==> config.mk <==
export PLATFORM = sky130hd
export DESIGN_NAME = cpu_sequencer
export DESIGN_NICKNAME = d
export VERILOG_FILES = /design/src/rtl/cpu_sequencer.sv
export SDC_FILE = /design/constraint.sdc
export NUM_CORES = 1
export LEC_CHECK = 0
export CORE_MARGIN = 1.5
export CORE_UTILIZATION = 40
export CTS_CLUSTER_SIZE = 25
export DETAILED_ROUTE_END_ITERATION = 16
export GPL_ROUTABILITY_DRIVEN = 0
export HOLD_SLACK_MARGIN = 0.02
export PLACE_DENSITY = 0.73
export SYNTH_ARGS = -nofsm -noshare
export SYNTH_HDL_FRONTEND = slang
export SYNTH_SLANG_ARGS = --single-unit
export TNS_END_PERCENT = 5
==> constraint.sdc <==
create_clock -name clk -period 4.4 [get_ports clk]
set_clock_uncertainty 0.05 [all_clocks]
set_input_delay 0.88 -clock clk [delete_from_list [all_inputs] [get_ports clk]]
set_output_delay 0.88 -clock clk [all_outputs]
set_load 0.1 [all_outputs]
==> src/rtl/cpu_sequencer.sv <==
// cpu_sequencer
//   Instruction timing sequencer and status-flag holder for the 16-bit CPU.
//   It latches the fetched word into IR' and drives the fetch/exec1/exec2
//   timing strobes. It also holds the CARRY and SKIP flip-flops for the ALU.
//
// Ports
//   clk            system clock; all state changes on the rising edge
//   reset          synchronous, active-high reset
//   mem_rdata      instruction word from memory
//   mem_valid      mem_rdata valid this cycle (only looked at in FETCH)
//   carryout/en    CARRY D input and enable from the ALU (EXEC1 only)
//   skipout/en     SKIP D input and enable from the ALU (EXEC1 only)
//   ir             IR' register to the ALU
//   fetch/exec1/exec2  one-hot timing strobes
//   pc_inc         1-cycle PC increment strobe (combinational)
//   carrystatus    CARRY flip-flop Q
//   skipstatus     SKIP flip-flop Q
//   fetch_timeout  sticky flag: FETCH waited WAIT_MAX cycles
//   halt_req/halted  only present when SEQ_HALT_EN is defined
//
// Build option
//   SEQ_HALT_EN    adds the HALT state and the halt_req/halted ports.
//
// state  | meaning
// FETCH  | wait for mem_valid, then accept the word or discard it on a pending skip
// EXEC1  | first execute cycle; the ALU may update CARRY/SKIP
// EXEC2  | second execute cycle, used only by memory ops (ir[15:14] = 01/10)
// HALT   | stalled on halt_req with the strobes low (SEQ_HALT_EN builds only)

module cpu_sequencer #(
  parameter logic [15:0] RESET_IR = 16'h0000,
  parameter int unsigned WAIT_MAX = 15
) (
  input  logic        clk,
  input  logic        reset,
  input  logic [15:0] mem_rdata,
  input  logic        mem_valid,
  input  logic        carryout,
  input  logic        carryen,
  input  logic        skipout,
  input  logic        skipen,
`ifdef SEQ_HALT_EN
  input  logic        halt_req,
  output logic        halted,
`endif
  output logic [15:0] ir,
  output logic        fetch,
  output logic        exec1,
  output logic        exec2,
  output logic        pc_inc,
  output logic        carrystatus,
  output logic        skipstatus,
  output logic        fetch_timeout
);

  typedef enum logic [1:0] {
    S_FETCH = 2'd0,
    S_EXEC1 = 2'd1,
    S_EXEC2 = 2'd2,
    S_HALT  = 2'd3
  } state_t;

  localparam logic [7:0] WAIT_LIM = 8'(WAIT_MAX);

  state_t     state, state_nxt;
  logic [7:0] wait_cnt;
  logic [7:0] wait_inc;
  logic       halt_go;
  logic       accept;
  logic       discard;
  logic       mem_op;

`ifdef SEQ_HALT_EN
  assign halt_go = halt_req;
  assign halted  = (state == S_HALT);
`else
  assign halt_go = 1'b0;
`endif

  assign mem_op = (ir[15:14] == 2'b01) || (ir[15:14] == 2'b10);

  // State register
  always_ff @(posedge clk) begin
    if (reset) state <= S_FETCH;
    else       state <= state_nxt;
  end

  // Next-state logic; a halt request wins over a valid word in the same cycle
  always_comb begin
    state_nxt = state;
    case (state)
      S_FETCH: begin
        if (halt_go)                       state_nxt = S_HALT;
        else if (mem_valid && !skipstatus) state_nxt = S_EXEC1;
      end
      S_EXEC1: state_nxt = mem_op ? S_EXEC2 : S_FETCH;
      S_EXEC2: state_nxt = S_FETCH;
      S_HALT:  if (!halt_go) state_nxt = S_FETCH;
      default: state_nxt = S_FETCH;
    endcase
  end

  // Output decode
  always_comb begin
    fetch   = (state == S_FETCH);
    exec1   = (state == S_EXEC1);
    exec2   = (state == S_EXEC2);
    pc_inc  = fetch && mem_valid && !halt_go;
    accept  = pc_inc && !skipstatus;
    discard = pc_inc && skipstatus;
  end

  // The count saturates so that a long stall cannot wrap it back under the limit
  assign wait_inc = (wait_cnt == 8'hFF) ? wait_cnt : wait_cnt + 8'd1;

  always_ff @(posedge clk) begin
    if (reset) begin
      ir            <= RESET_IR;
      carrystatus   <= 1'b0;
      skipstatus    <= 1'b0;
      wait_cnt      <= 8'd0;
      fetch_timeout <= 1'b0;
    end else begin
      if (accept) ir <= mem_rdata;

      if (exec1 && carryen) carrystatus <= carryout;

      // Setting SKIP (EXEC1) and consuming it (FETCH) never happen in the same cycle
      if (exec1 && skipen) skipstatus <= skipout;
      else if (discard)    skipstatus <= 1'b0;

      if (fetch && !halt_go) begin
        if (mem_valid) begin
          wait_cnt <= 8'd0;
        end else begin
          wait_cnt <= wait_inc;
          if ((WAIT_MAX != 0) && (wait_inc == WAIT_LIM)) fetch_timeout <= 1'b1;
        end
      end else if (state != S_HALT) begin
        wait_cnt <= 8'd0;
      end
    end
  end

endmodule

==> results of run 1 <==
[metrics by stage]
stage | std cells | utilization, %
2_1_floorplan | 154 | -
3_3_place_gp | 223 | 56.63
3_5_place_dp | 223 | 56.63
4_1_cts | 229 | 58.04
5_1_grt | 229 | 58.04
6_report | 229 | 58.04
[metal layers]
layer  GRT usage [%]  vias up  routed length, µm
met1           22.63      575               1261
met4           7.792        0                 33
met3           10.11        6                262
met2           29.05       41               1435
met5               0        -                  0
li1                -      617                  -
[how the worst max path moves through the flow]
stage | to | depth (start not counted) | slack (ps) | start
after floorplan | pc_inc | 1 | 1330 | mem_valid
after CTS | exec1 | 2 | 1080 | state[0]$_SDFFE_PP0P_
after global placement | exec1 | 2 | 1460 | state[0]$_SDFFE_PP0P_
after detailed placement | ir[12]$_SDFFE_PP0P_ | 5 | 1440 | mem_valid
after global routing | exec1 | 2 | 990 | state[0]$_SDFFE_PP0P_
final | exec1 | 2 | 1120 | state[0]$_SDFFE_PP0P_
[state kept, by name (all words and copies together) (netlist names)]
signal         cells
wait_cnt           8
carrystatus        1
fetch_timeout      1
skipstatus         1
ir                16
state              2
[final cells by class]
class | instances | area share, %
Inverter | 2 | 0.4307
Multi-Input combinational cell | 114 | 35.75
Clock buffer | 5 | 2.154
Clock inverter | 1 | 0.2872
Timing Repair Buffer | 45 | 25.70
Sequential cell | 29 | 33.31
Tap cell | 33 | 2.369
[cells by family (layout without fill, tap and decap cells)]
| family | count (synthesis) | count (layout) | synth area share (%) |
|---|---|---|---|
| mux | 1 | 1 | 1.198 |
| flops | 29 | 29 | 46.35 |
| compound gates | 42 | 42 | 20.78 |
| xor+xnor | 2 | 2 | 1.399 |
| buf+inv | 11 | 53 | 3.896 |
| fa+ha+maj | 1 | 1 | 0.9988 |
| simple gates | 68 | 68 | 25.38 |
[power breakdown]
| part | leakage [nW] | internal [mW] | switching, mW |
|---|---|---|---|
| combinational | 0.334 | 0.0485 | 0.122 |
| sequential | 0.237 | 0.274 | 0.00851 |
| clock | 0.0269 | 0.0553 | 0.0888 |
| total | 0.598 | 0.378 | 0.220 |
[cells in the mapped netlist (all sizes together), types with 2 or more instances]
library cell  instances  area share [%]
a211oi                6             3.6
o21ai                 5             2.0
nand2                41              12
buf                   4             1.8
nand2b                3             1.5
a41oi                 2             1.4
nor2b                 3             1.5
dfxtp                29              46
nand4                 3             1.5
inv                   2            0.60
clkbuf                5             1.5
nor2                  6             1.8
nor3                  4             2.0
nand3                 5             2.4
a21oi                23             9.2
[critical path, delay by kind of cell (launching register included)]
| kind | cells | cell delay [ps] |
|---|---|---|
| buffers and inverters | 1 | 1210 |
| flip-flops | 1 | 440 |
| AND/OR/NAND/NOR | 1 | 380 |
==> flow_results.xml, run 1 <==
<?xml version="1.0" encoding="UTF-8"?>
<metrics>
  <group name="worst_setup_path">
    <metric name="setup.worst_path.end_class" unit="">output port</metric>
    <metric name="r2r.worst_path.cells" unit="">4</metric>
    <metric name="criticalPathCategory" unit="">register to output port</metric>
    <metric name="slowest_cell_on_crit_path" unit="">clkdlybuf4s50_1</metric>
    <metric name="setup_crit_start_kind" unit="">register</metric>
    <metric name="cp_data_required_time" unit="ps">3470</metric>
    <metric name="worst-r2r-setup-slack" unit="ps">2440</metric>
    <metric name="crit-reg2reg-launch" unit="">state[1]$_SDFFE_PP0P_</metric>
    <metric name="regToRegEndpoint" unit="">ir[12]$_SDFFE_PP0P_</metric>
    <metric name="crit_arrival" unit="ps">2350</metric>
    <metric name="slowest_delay" unit="ps">1210</metric>
    <metric name="critical_path.max_fanout" unit="">6</metric>
    <metric name="path_cells" unit="">nor2b_1 &gt; clkdlybuf4s50_1</metric>
  </group>
  <group name="route">
    <metric name="post_drt_via_cell_ratio" unit="">5.410</metric>
    <metric name="detailedRoute.firstIterationViolations" unit="">44</metric>
    <metric name="drcViolationCount" unit="">0</metric>
    <metric name="route.antenna.remaining_nets" unit="">0</metric>
    <metric name="firstDrtPassIters" unit="">4</metric>
    <metric name="dr_total_vias" unit="">1239</metric>
    <metric name="wl" unit="µm">2993</metric>
    <metric name="detail_route.wl_per_cell" unit="µm">13.07</metric>
  </group>
  <group name="clock_network">
    <metric name="tritoncts_num_sinks" unit="">29</metric>
    <metric name="cts_repair_resize_count" unit="">0</metric>
    <metric name="cts_setup_buffers" unit="">0</metric>
    <metric name="cts_buffers" unit="">5</metric>
    <metric name="insertion_delay_to_the_later_sink_of_the_worst_skew_pair" unit="ps">330</metric>
    <metric name="clockBufferDepth" unit="">2</metric>
    <metric name="ctsHoldBuffers" unit="">0</metric>
    <metric name="htree_levels" unit="">2</metric>
    <metric name="tritoncts" unit="">built</metric>
    <metric name="clk_pin_slew" unit="ps">90</metric>
    <metric name="cts_root_buffer" unit="">clkbuf_4</metric>
  </group>
  <group name="grt">
    <metric name="global_route.usage.total" unit="%">19.13</metric>
    <metric name="first_global_vias" unit="">1159</metric>
    <metric name="antenna_found_initial" unit="">0</metric>
    <metric name="grt_pass1_wl" unit="µm">4968</metric>
    <metric name="grt_max_degree" unit="">32</metric>
    <metric name="grt.overflow.total" unit="">0</metric>
  </group>
  <group name="min_path">
    <metric name="hp-class" unit="">register to register</metric>
    <metric name="worst_hold_path.num_cells" unit="">2</metric>
    <metric name="worst_hold_path.endpoint" unit="">ir[4]$_SDFFE_PP0P_</metric>
    <metric name="holdCritStartpoint" unit="">ir[4]$_SDFFE_PP0P_</metric>
  </group>
  <group name="floorplan">
    <metric name="io_pins" unit="">46</metric>
    <metric name="die_area" unit="mm²">0.003476</metric>
    <metric name="placeableCoreArea" unit="mm²">0.003003</metric>
    <metric name="floorplan.die.height" unit="µm">58.96</metric>
    <metric name="row_count" unit="">20</metric>
    <metric name="initial_utilization" unit="%">41.71</metric>
    <metric name="floorplan.die.width" unit="µm">58.96</metric>
  </group>
  <group name="final_layout">
    <metric name="mostFrequentLayoutCell" unit="">clkdlybuf4s50_1</metric>
    <metric name="ff_latch_area" unit="µm²">580.6</metric>
    <metric name="multi_input_comb_area" unit="µm²">623.1</metric>
    <metric name="num_antenna_cells" unit="">0</metric>
    <metric name="fillerInstances" unit="">268</metric>
    <metric name="areaGrowthSynthToFinish" unit="%">39.16</metric>
    <metric name="fin_area" unit="mm²">0.001743</metric>
    <metric name="final_nets" unit="">221</metric>
    <metric name="post_route_cells_drive_above_1_share" unit="%">7.653</metric>
    <metric name="most-common-layout-cells" unit="">clkdlybuf4s50_1 (44), nand2_1 (41), dfxtp_1 (29), a21oi_1 (23)</metric>
  </group>
  <group name="timing">
    <metric name="max_clock_freq" unit="MHz">304.9</metric>
    <metric name="final_hold_violation_count" unit="">0</metric>
    <metric name="final_cycle_utilization_of_the_critical_path" unit="%">74.54</metric>
    <metric name="layout_min_cycle_time" unit="ps">3280</metric>
    <metric name="fin_hold_ws" unit="ps">413.7</metric>
    <metric name="tightestPinTransition" unit="ps">1145</metric>
    <metric name="finalSetupViolations" unit="">0</metric>
    <metric name="finalSetupTns" unit="ps">0</metric>
    <metric name="setup_repair_after_global_routing_missed_its_margin" unit="">false</metric>
    <metric name="slew_headroom" unit="%">23.44</metric>
    <metric name="timing.final.max_slew_violations" unit="">0</metric>
    <metric name="pnr_worst_setup_slack" unit="ps">1120</metric>
  </group>
  <group name="place">
    <metric name="port_buffers" unit="">45</metric>
    <metric name="dp_hpwl" unit="µm">2087</metric>
    <metric name="placement.setup.worst_slack" unit="ps">1441</metric>
    <metric name="placed_cell_area" unit="mm²">0.001700</metric>
  </group>
  <group name="logic_synthesis">
    <metric name="synth.yosys.warnings" unit="">0</metric>
    <metric name="synthesis.instances" unit="">154</metric>
    <metric name="synth-edff-count" unit="">0</metric>
    <metric name="synth-async-reset-ratio" unit="%">0</metric>
    <metric name="synth_area_per_cell" unit="µm²">8.133</metric>
    <metric name="yosysUniqueCellTypes" unit="">31</metric>
    <metric name="synth_area" unit="mm²">0.001252</metric>
    <metric name="synth_nets" unit="">178</metric>
    <metric name="synth_sequential_area_ratio" unit="%">46.35</metric>
    <metric name="synthFlopType" unit="">dfxtp_1</metric>
    <metric name="synth_seq_cells" unit="">29</metric>
  </group>
  <group name="run_status">
    <metric name="outcome" unit="">completed</metric>
  </group>
  <group name="pwr">
    <metric name="total_power" unit="mW">0.5978</metric>
    <metric name="power.density_cell_area" unit="mW/mm²">343.0</metric>
    <metric name="worst_ir_drop_vdd" unit="V">0.0001746</metric>
    <metric name="total_leakage_power" unit="nW">0.5980</metric>
  </group>
  <group name="flow_run">
    <metric name="max_cap_viol_count" unit="">0</metric>
  </group>
</metrics>
Power figures use the tool's default switching activity.
==> run 2: changes to the inputs <==
--- a/config.mk
+++ b/config.mk
@@ -6,12 +6,12 @@
 export NUM_CORES = 1
 export LEC_CHECK = 0
 export CORE_MARGIN = 1.5
-export CORE_UTILIZATION = 40
+export CORE_UTILIZATION = 39
 export CTS_CLUSTER_SIZE = 25
 export DETAILED_ROUTE_END_ITERATION = 16
 export GPL_ROUTABILITY_DRIVEN = 0
 export HOLD_SLACK_MARGIN = 0.02
-export PLACE_DENSITY = 0.73
+export PLACE_DENSITY = 0.74
 export SYNTH_ARGS = -nofsm -noshare
 export SYNTH_HDL_FRONTEND = slang
 export SYNTH_SLANG_ARGS = --single-unit
==> constraint.sdc (replaced) <==
create_clock -name clk -period 2.7 [get_ports clk]
set_clock_uncertainty 0.05 [all_clocks]
set_input_delay 0.54 -clock clk [delete_from_list [all_inputs] [get_ports clk]]
set_output_delay 0.54 -clock clk [all_outputs]
set_load 0.1 [all_outputs]
==> run 2 against run 1 <==
  * Via count shrank 1.3%
  * First-iteration DRC count grew 48%
  * Sequential share of layout area shrank 0.68 points
  * Register-to-register slack lost 1500 ps
  * Clock power grew to 2.6 times the previous value
  * Count of clock-buffer cells in the layout grew 2
  * Design area grew 2.1%
  * Critical path type is now input pin to output port
==> flow_results.xml, run 2 (synthesized netlist as in run 1, its figures left out) <==
<?xml version="1.0" encoding="UTF-8"?>
<metrics>
  <group name="timing">
    <metric name="timing.final.max_slew_violations" unit="">0</metric>
    <metric name="final_cycle_utilization_of_the_critical_path" unit="%">80.66</metric>
    <metric name="final_hold_violation_count" unit="">0</metric>
    <metric name="slew_headroom" unit="%">59.23</metric>
    <metric name="layout_min_cycle_time" unit="ps">2178</metric>
    <metric name="finalSetupViolations" unit="">0</metric>
    <metric name="setup_repair_after_global_routing_missed_its_margin" unit="">false</metric>
    <metric name="max_clock_freq" unit="MHz">459.1</metric>
    <metric name="finalSetupTns" unit="ps">0</metric>
    <metric name="tightestPinTransition" unit="ps">611.5</metric>
  </group>
  <group name="run_status">
    <metric name="outcome" unit="">completed</metric>
  </group>
  <group name="worst_setup_path">
    <metric name="setup_crit_start_kind" unit="">input pin</metric>
    <metric name="crit-reg2reg-launch" unit="">wait_cnt[0]$_SDFFE_PP0P_</metric>
    <metric name="crit_arrival" unit="ps">1590</metric>
    <metric name="worst-r2r-setup-slack" unit="ps">950</metric>
    <metric name="setup.worst_path.end_class" unit="">output port</metric>
    <metric name="critical_path.max_fanout" unit="">4</metric>
    <metric name="regToRegEndpoint" unit="">fetch_timeout$_SDFFE_PP0P_</metric>
    <metric name="r2r.worst_path.cells" unit="">5</metric>
    <metric name="cp_data_required_time" unit="ps">2110</metric>
    <metric name="criticalPathCategory" unit="">input pin to output port</metric>
  </group>
  <group name="place">
    <metric name="port_buffers" unit="">45</metric>
    <metric name="dp_hpwl" unit="µm">2169</metric>
    <metric name="placed_cells" unit="">237</metric>
  </group>
  <group name="final_layout">
    <metric name="most-common-layout-cells" unit="">nand2_1 (41), dfxtp_1 (29), buf_4 (25), a21oi_1 (23), clkdlybuf4s50_1 (22)</metric>
    <metric name="areaGrowthSynthToFinish" unit="%">42.06</metric>
    <metric name="finish.cell_count_without_fillers" unit="">245</metric>
    <metric name="fillerInstances" unit="">292</metric>
    <metric name="final_nets" unit="">224</metric>
    <metric name="num_antenna_cells" unit="">0</metric>
    <metric name="post_route_cells_drive_above_1_share" unit="%">20.40</metric>
    <metric name="largest_reg_flops" unit="">16</metric>
    <metric name="mostFrequentLayoutCell" unit="">nand2_1</metric>
    <metric name="top_register" unit="">ir</metric>
    <metric name="top_flop_regs" unit="">ir x16, wait_cnt x8, state x2</metric>
  </group>
  <group name="floorplan">
    <metric name="die_area" unit="mm²">0.003561</metric>
    <metric name="floorplan.die.width" unit="µm">59.67</metric>
    <metric name="floorplan.die.height" unit="µm">59.67</metric>
    <metric name="io_pins" unit="">46</metric>
    <metric name="initial_utilization" unit="%">41.02</metric>
    <metric name="row_count" unit="">20</metric>
    <metric name="placeableCoreArea" unit="mm²">0.003053</metric>
  </group>
  <group name="route">
    <metric name="detail_route.wl_per_cell" unit="µm">12.12</metric>
    <metric name="dr_total_vias" unit="">1223</metric>
    <metric name="route.antenna.remaining_nets" unit="">0</metric>
    <metric name="wl" unit="µm">2969</metric>
    <metric name="drcViolationCount" unit="">0</metric>
    <metric name="post_drt_via_cell_ratio" unit="">4.992</metric>
    <metric name="detailedRoute.firstIterationViolations" unit="">65</metric>
    <metric name="firstDrtPassIters" unit="">6</metric>
  </group>
  <group name="min_path">
    <metric name="worst_hold_path.num_cells" unit="">2</metric>
    <metric name="holdCritStartpoint" unit="">ir[0]$_SDFFE_PP0P_</metric>
    <metric name="worst_hold_path.endpoint" unit="">ir[0]$_SDFFE_PP0P_</metric>
    <metric name="hp-class" unit="">register to register</metric>
  </group>
  <group name="clock_network">
    <metric name="ctsHoldBuffers" unit="">0</metric>
    <metric name="cts_buffers" unit="">5</metric>
    <metric name="tritoncts" unit="">built</metric>
    <metric name="htree_levels" unit="">2</metric>
    <metric name="clk_pin_slew" unit="ps">90</metric>
    <metric name="cts_setup_buffers" unit="">0</metric>
    <metric name="clockBufferDepth" unit="">2</metric>
    <metric name="tritoncts_num_sinks" unit="">29</metric>
    <metric name="insertion_delay_to_the_later_sink_of_the_worst_skew_pair" unit="ps">330</metric>
    <metric name="cts_repair_resize_count" unit="">0</metric>
    <metric name="cts_root_buffer" unit="">clkbuf_4</metric>
  </group>
  <group name="grt">
    <metric name="global_route.usage.total" unit="%">18.32</metric>
    <metric name="grt_max_degree" unit="">27</metric>
    <metric name="grt_pass1_wl" unit="µm">4781</metric>
    <metric name="antenna_found_initial" unit="">0</metric>
    <metric name="first_global_vias" unit="">1121</metric>
    <metric name="grt.overflow.total" unit="">0</metric>
  </group>
  <group name="pwr">
    <metric name="total_leakage_power" unit="nW">0.6737</metric>
    <metric name="worst_ir_drop_vdd" unit="V">0.0002909</metric>
    <metric name="total_power" unit="mW">1.112</metric>
    <metric name="power.density_cell_area" unit="mW/mm²">625.3</metric>
  </group>
  <group name="flow_run">
    <metric name="max_cap_viol_count" unit="">0</metric>
  </group>
</metrics>
## run 2: final cells by class
type	count	area, µm²	share of cell area, %
multi-input cells	114	623.1	35.02
well taps	44	55.05	3.094
clock inverters	1	30.03	1.688
flip-flops and latches	29	580.6	32.63
clock buffers	7	55.05	3.094
repair buffers	48	427.9	24.05
inverters	2	7.507	0.4219
## run 2: metrics by stage
stage	utilization [%]	setup WS, ps	hold WS (ps)	cell area, µm²
3_3_place_gp	55.49	518.2	392.8	1694
2_1_floorplan	-	79.63	428.7	1252
3_5_place_dp	55.49	439.1	400.0	1694
6_report	58.28	522.1	410.2	1779
4_1_cts	58.28	514.6	416.0	1779
5_1_grt	58.28	475.8	435.1	1779
## run 2: where the power goes
part           total, mW  internal, mW  leakage, nW  switching, mW
sequential         0.462         0.447        0.237         0.0145
clock              0.373         0.221       0.0455          0.152
combinational      0.277        0.0790        0.391          0.198
## run 2: routing by layer
layer	wire length [µm]	vias to the layer above	GRT usage (%)	share of wire, %
met5	0	-	0	0
met4	48	0	8.254	1.6
met3	273	6	9.957	9.2
met2	1453	42	30.59	49
met1	1193	547	18.72	40
li1	-	628	-	-
## run 2: worst max-delay path by stage
stage	from	slack [ps]	to
2_1_floorplan	mem_valid	80	ir[0]$_SDFFE_PP0P_
3_3_place_gp	mem_valid	520	ir[15]$_SDFFE_PP0P_
3_5_place_dp	mem_valid	440	ir[7]$_SDFFE_PP0P_
4_1_cts	mem_valid	510	pc_inc
5_1_grt	mem_valid	480	pc_inc
6_report	mem_valid	520	pc_inc
## run 2: worst max-delay path, stage by stage
cell and delay, ps:
clkdlybuf4s50_1 480, nor3b_2 340, buf_12 220
